## src/rtl/video_timing_gen.sv

```systemverilog
// Pixel-clock video timing generator (HS/VS/DE, coordinates, frame strobe) held idle until PLL lock is stable.
// Define VTG_FRAME_CNT_EN to add the 16-bit frame_cnt output.
module video_timing_gen #(
  parameter int H_ACTIVE  = 1280,
  parameter int H_FP      = 110,
  parameter int H_SYNC    = 40,
  parameter int H_BP      = 220,
  parameter int V_ACTIVE  = 720,
  parameter int V_FP      = 5,
  parameter int V_SYNC    = 5,
  parameter int V_BP      = 20,
  parameter bit HS_POL    = 1'b1,
  parameter bit VS_POL    = 1'b1,
  parameter int LOCK_WAIT = 1024
) (
  input  logic        clk,
  input  logic        rst,
  input  logic        pll_lock,
  output logic        hs,
  output logic        vs,
  output logic        de,
  output logic [11:0] x,
  output logic [11:0] y,
  output logic        frame_start,
  output logic        timing_valid
`ifdef VTG_FRAME_CNT_EN
  ,
  output logic [15:0] frame_cnt
`endif
);

  localparam int LW = (LOCK_WAIT > 1) ? $clog2(LOCK_WAIT) : 1;
  localparam logic [LW-1:0] LOCK_LAST = LW'(LOCK_WAIT - 1);

  localparam logic [11:0] H_ACT      = 12'(H_ACTIVE);
  localparam logic [11:0] H_SYNC_BEG = 12'(H_ACTIVE + H_FP);
  localparam logic [11:0] H_SYNC_END = 12'(H_ACTIVE + H_FP + H_SYNC);
  localparam logic [11:0] H_LAST     = 12'(H_ACTIVE + H_FP + H_SYNC + H_BP - 1);
  localparam logic [11:0] V_ACT      = 12'(V_ACTIVE);
  localparam logic [11:0] V_SYNC_BEG = 12'(V_ACTIVE + V_FP);
  localparam logic [11:0] V_SYNC_END = 12'(V_ACTIVE + V_FP + V_SYNC);
  localparam logic [11:0] V_LAST     = 12'(V_ACTIVE + V_FP + V_SYNC + V_BP - 1);

  typedef enum logic {WAIT_LOCK, RUN} state_t;

  state_t        state_q, state_d;
  logic          lock_m, lock_s;
  logic [LW-1:0] lock_cnt, lock_d;
  logic [11:0]   h_cnt, h_d, v_cnt, v_d;
  logic          de_c, hs_act, vs_act;

  // pll_lock is asynchronous to clk; two flops before any logic sees it.
  // NOTE: sequential state uses non-blocking assignments so every flop samples pre-edge values.
  always_ff @(posedge clk or posedge rst) begin
    if (rst) begin
      lock_m <= 1'b0;
      lock_s <= 1'b0;
    end else begin
      lock_m <= pll_lock;
      lock_s <= lock_m;
    end
  end

  always_ff @(posedge clk or posedge rst) begin
    if (rst) begin
      state_q  <= WAIT_LOCK;
      lock_cnt <= '0;
      h_cnt    <= '0;
      v_cnt    <= '0;
    end else begin
      state_q  <= state_d;
      lock_cnt <= lock_d;
      h_cnt    <= h_d;
      v_cnt    <= v_d;
    end
  end

  // NOTE: every combinational output gets a default first so no path can infer a latch.
  always_comb begin
    state_d = state_q;
    lock_d  = lock_cnt;
    h_d     = h_cnt;
    v_d     = v_cnt;
    unique case (state_q)
      WAIT_LOCK: begin
        h_d = '0;
        v_d = '0;
        if (!lock_s) begin
          lock_d = '0;
        end else if (lock_cnt == LOCK_LAST) begin
          state_d = RUN;
          lock_d  = '0;
        end else begin
          lock_d = lock_cnt + LW'(1);
        end
      end
      RUN: begin
        if (!lock_s) begin
          state_d = WAIT_LOCK;
          lock_d  = '0;
          h_d     = '0;
          v_d     = '0;
        end else if (h_cnt == H_LAST) begin
          h_d = '0;
          v_d = (v_cnt == V_LAST) ? 12'd0 : v_cnt + 12'd1;
        end else begin
          h_d = h_cnt + 12'd1;
        end
      end
    endcase
  end

  assign de_c   = (h_cnt < H_ACT) && (v_cnt < V_ACT);
  assign hs_act = (h_cnt >= H_SYNC_BEG) && (h_cnt < H_SYNC_END);
  // v_cnt only moves on the h_cnt wrap, so vs changes only with registered h_cnt=0.
  assign vs_act = (v_cnt >= V_SYNC_BEG) && (v_cnt < V_SYNC_END);

  always_ff @(posedge clk or posedge rst) begin
    if (rst) begin
      hs           <= ~HS_POL;
      vs           <= ~VS_POL;
      de           <= 1'b0;
      x            <= '0;
      y            <= '0;
      frame_start  <= 1'b0;
      timing_valid <= 1'b0;
    end else if (state_q == RUN) begin
      hs           <= hs_act ~^ HS_POL;
      vs           <= vs_act ~^ VS_POL;
      de           <= de_c;
      x            <= de_c ? h_cnt : 12'd0;
      y            <= de_c ? v_cnt : 12'd0;
      frame_start  <= (h_cnt == 12'd0) && (v_cnt == 12'd0);
      timing_valid <= 1'b1;
    end else begin
      hs           <= ~HS_POL;
      vs           <= ~VS_POL;
      de           <= 1'b0;
      x            <= '0;
      y            <= '0;
      frame_start  <= 1'b0;
      timing_valid <= 1'b0;
    end
  end

`ifdef VTG_FRAME_CNT_EN
  // Advances at the end of the frame_start cycle, so frame N's strobe shows frame_cnt=N.
  always_ff @(posedge clk or posedge rst) begin
    if (rst) begin
      frame_cnt <= '0;
    end else if (state_d == WAIT_LOCK) begin
      frame_cnt <= '0;
    end else if (frame_start) begin
      frame_cnt <= frame_cnt + 16'd1;
    end
  end
`endif

endmodule

```

## config.mk

```make
export PLATFORM = sky130hd
export DESIGN_NAME = video_timing_gen
export DESIGN_NICKNAME = d
export VERILOG_FILES = /design/src/rtl/video_timing_gen.sv
export SDC_FILE = /design/constraint.sdc
export NUM_CORES = 1
export LEC_CHECK = 0
export ABC_AREA = 1
export CAP_MARGIN = 20
export CORE_AREA = 4 4 81 83
export DETAILED_ROUTE_END_ITERATION = 12
export DIE_AREA = 0 0 85 87
export GPL_TIMING_DRIVEN = 0
export PLACE_DENSITY_LB_ADDON = 0.1
export SYNTH_ARGS = -nofsm -noshare
export SYNTH_HDL_FRONTEND = slang
export SYNTH_SLANG_ARGS = --single-unit
export TNS_END_PERCENT = 10
```

## constraint.sdc

```tcl
create_clock -name clk -period 2.5 [get_ports clk]
set_clock_uncertainty 0.05 [all_clocks]
set_input_delay 0.5 -clock clk [delete_from_list [all_inputs] [get_ports clk]]
set_output_delay 0.5 -clock clk [all_outputs]
set_load 0.05 [all_outputs]
```

==> impl_metrics.py <==
metrics = {
    "cts": {
        "root_buffer": "clkbuf_8",
        "clock-sinks": 66,
        "cts_tree": "built",
        "cts-htree-levels": 3,
        "clk_latency_ps": 340,
        "clk_pin_slew_worst_paths_ps": 70,
        "cts_resized": 0,
        "numCtsBuffers": 9,
        "clk_path_buf_depth": 2,
        "cts_hold_buf": 0,
        "post_cts_buffers": 0,
    },
    "floorplanning": {
        "initial_utilization_pct": 52.2,
        "dieWidth_um": 85,
        "coreArea_um2": 5850,
        "row_count": 28,
        "die_h_um": 87,
        "io_pins": 32,
        "die-area_um2": 7400,
    },
    "routing": {
        "wl_met2_um": 2800,
        "ant_nets": 0,
        "dr.pass1.iters": 6,
        "drt_wl_total_um": 6090,
        "via_per_inst": 5.09,
        "highest_layer": "met4",
        "dr.first_iter.drc_count": 169,
        "wire_per_inst_um": 12.8,
        "dr_total_vias": 2430,
        "drc": 0,
        "wl_met3_um": 393,
        "drt-met1-wl_um": 2760,
    },
    "cells_and_area": {
        "final_cells": 477,
        "finish.utilization_pct": 63.4,
        "fillers": 492,
        "area_growth_syn_to_layout_pct": 21.4,
        "nets": 409,
        "antenna_cells": 0,
        "most-common-layout-cells": "dfrtp_1 (66), nand2_1 (62), nor2_1 (57), inv_1 (41), clkdlybuf4s50_1 (31)",
        "final_cell_area_um2": 3710,
        "drive_gt1_share_pct": 10.2,
        "final_common_cell": "dfrtp_1",
    },
    "status": {
        "status": "complete, no violations",
    },
    "synth": {
        "synth_edf_count": 0,
        "syn-cell-area_um2": 3060,
        "ys_ff_latch": 66,
        "synth_ff_type": "dfrtp_1",
        "synthArstFlopShare_pct": 100,
        "synthCells": 353,
        "synth_cell_types": 31,
        "syn_avg_cell_area_um2": 8.66,
        "yosysSeqAreaShare_pct": 54.1,
        "synth_warnings": 0,
    },
    "setup_path": {
        "crit_family": "buffers and inverters",
        "slowest_stage": "clkdlybuf4s50_1",
        "critPathLaunchType": "flip-flop",
        "worstPathArrival_ps": 1470,
        "criticalPathCategory": "flip-flop to output port",
        "critPathRequiredTime_ps": 1950,
        "endpoint_kind": "output port",
        "worst-path-max-fanout": 1,
        "path_buf_inv": 1,
        "cp_cell_sequence": "clkdlybuf4s50_1",
        "max_stage_delay_ps": 800,
    },
    "flow_run": {
        "max-cap-violations": 0,
    },
    "min_path": {
        "hold_class": "flip-flop to flip-flop",
    },
    "timing": {
        "setup_slack_ps": 479,
        "period_minus_slack_ps": 2020,
        "fmax_mhz": 495,
        "setup_violations": 0,
        "rsz0062_at_grt": "false",
        "period_share_pct": 80.9,
        "slew_viol_final": 0,
        "tightest_slew_ps": 620,
        "maxSlewHeadroom_pct": 58.6,
        "hold_violations": 0,
    },
    "grt": {
        "overflow": 0,
        "antenna_found_initial": 0,
        "grt_pass1_vias": 2275,
        "grt_max_degree": 39,
        "track_usage_pct": 18.2,
        "grt_pass1_wl_um": 10400,
    },
    "pwr": {
        "irDropWorstVdd_uv": 433,
        "leakagePower_uw": 0.00165,
        "p_per_area_nw_per_um2": 568,
        "total_power_uw": 2110,
    },
    "placement": {
        "place_ws_ps": 809,
        "hpwl_um": 4430,
        "placed_cells": 462,
        "dpl_cell_area_um2": 3490,
        "io_buffers": 31,
        "gp_congestion": 0.933,
    },
}
==> routing by layer <==
layer | vias to the layer above | global-route usage [%]
met4 | 0 | 9.78
met3 | 14 | 4.73
met2 | 88 | 28.0
met1 | 1109 | 23.8
met5 | - | 0
li1 | 1219 | -
==> cells in the mapped netlist, types with 3 or more instances <==
master / instances / area (um2)
nand4_1: 10 / 62.6
o21ai_1: 4 / 20.0
dfrtp_1: 66 / 1650
o21ai_0: 17 / 85.1
nor2_1: 57 / 214
nand2_2: 5 / 31.3
a21oi_1: 15 / 75.1
nor3_1: 11 / 55.1
nand3_1: 21 / 105
buf_6: 3 / 33.8
nand2_1: 62 / 233
inv_1: 42 / 158
ha_1: 8 / 100
nor4_1: 3 / 18.8
nor2_2: 4 / 25.0
xor2_1: 5 / 43.8
==> state kept, by name, summed over array words and instances, names as in the netlist <==
name,flops
de,1
frame_start,1
h_cnt,12
hs,1
lock_cnt,10
lock_m,1
lock_s,1
state_q,1
timing_valid,1
v_cnt,12
vs,1
x,12
y,12
==> stage by stage <==
stage          TNS [ps]  hold slack (ps)
6_report              0              307
5_1_grt               0              321
4_1_cts               0              308
3_5_place_dp          0              292
3_3_place_gp     -53010              284
2_1_floorplan         0              281
==> worst reg2reg max path: stages, from the launching register on <==
cell and delay [ps]:
dfrtp_1 390, ha_1 190, nand2_1 90, nor2_1 160, inv_1 80, nor2_1 160
nand3_1 160, nand2_1 180, o21ai_0 100
==> worst paths after layout <==
kind | from | to | slack (ps) | depth (start not counted)
worst max-delay path | x[3] | x[3] | 480 | 1
worst min-delay path | lock_m | lock_s | 310 | 0
worst max register to register | lock_cnt[0] | lock_cnt[9] | 820 | 8
worst min register to register | lock_m | lock_s | 310 | 0
max in group asynchronous | rst | v_cnt[3] | 1290 | 3
min in group asynchronous | rst | y[11] | 510 | 2
==> report_power, final <==
| group | internal (uW) | total, uW | switching [uW] |
|---|---|---|---|
| registers | 1080 | 1080 | 5.92 |
| clock network | 592 | 974 | 382 |
| logic | 14.6 | 51.7 | 37.1 |
| total | 1680 | 2110 | 425 |
==> logic make-up (layout without fill, tap and decap cells) <==
logic type | Yosys count | in the layout | share of synthesized area [%]
compound gates | 43 | 43 | 7.58
buf+inv | 53 | 100 | 7.98
fa+ha+maj | 8 | 8 | 3.28
mux | 1 | 1 | 0.328
flops | 66 | 66 | 54.1
other cells | 1 | 3 | 0.123
xor+xnor | 5 | 5 | 1.43
simple gates | 176 | 176 | 25.2
==> area by class of cell <==
class	count	area (um2)	area share, %
Sequential cell	66	1650	44.5
Multi-Input combinational cell	236	1170	31.5
Timing Repair Buffer	32	330	8.90
Clock buffer	14	193	5.19
Inverter	44	165	4.45
Tap cell	75	93.8	2.53
Buffer	9	78.8	2.12
Clock inverter	1	30.0	0.809
Note: power is estimated with default switching activity, not from simulation.
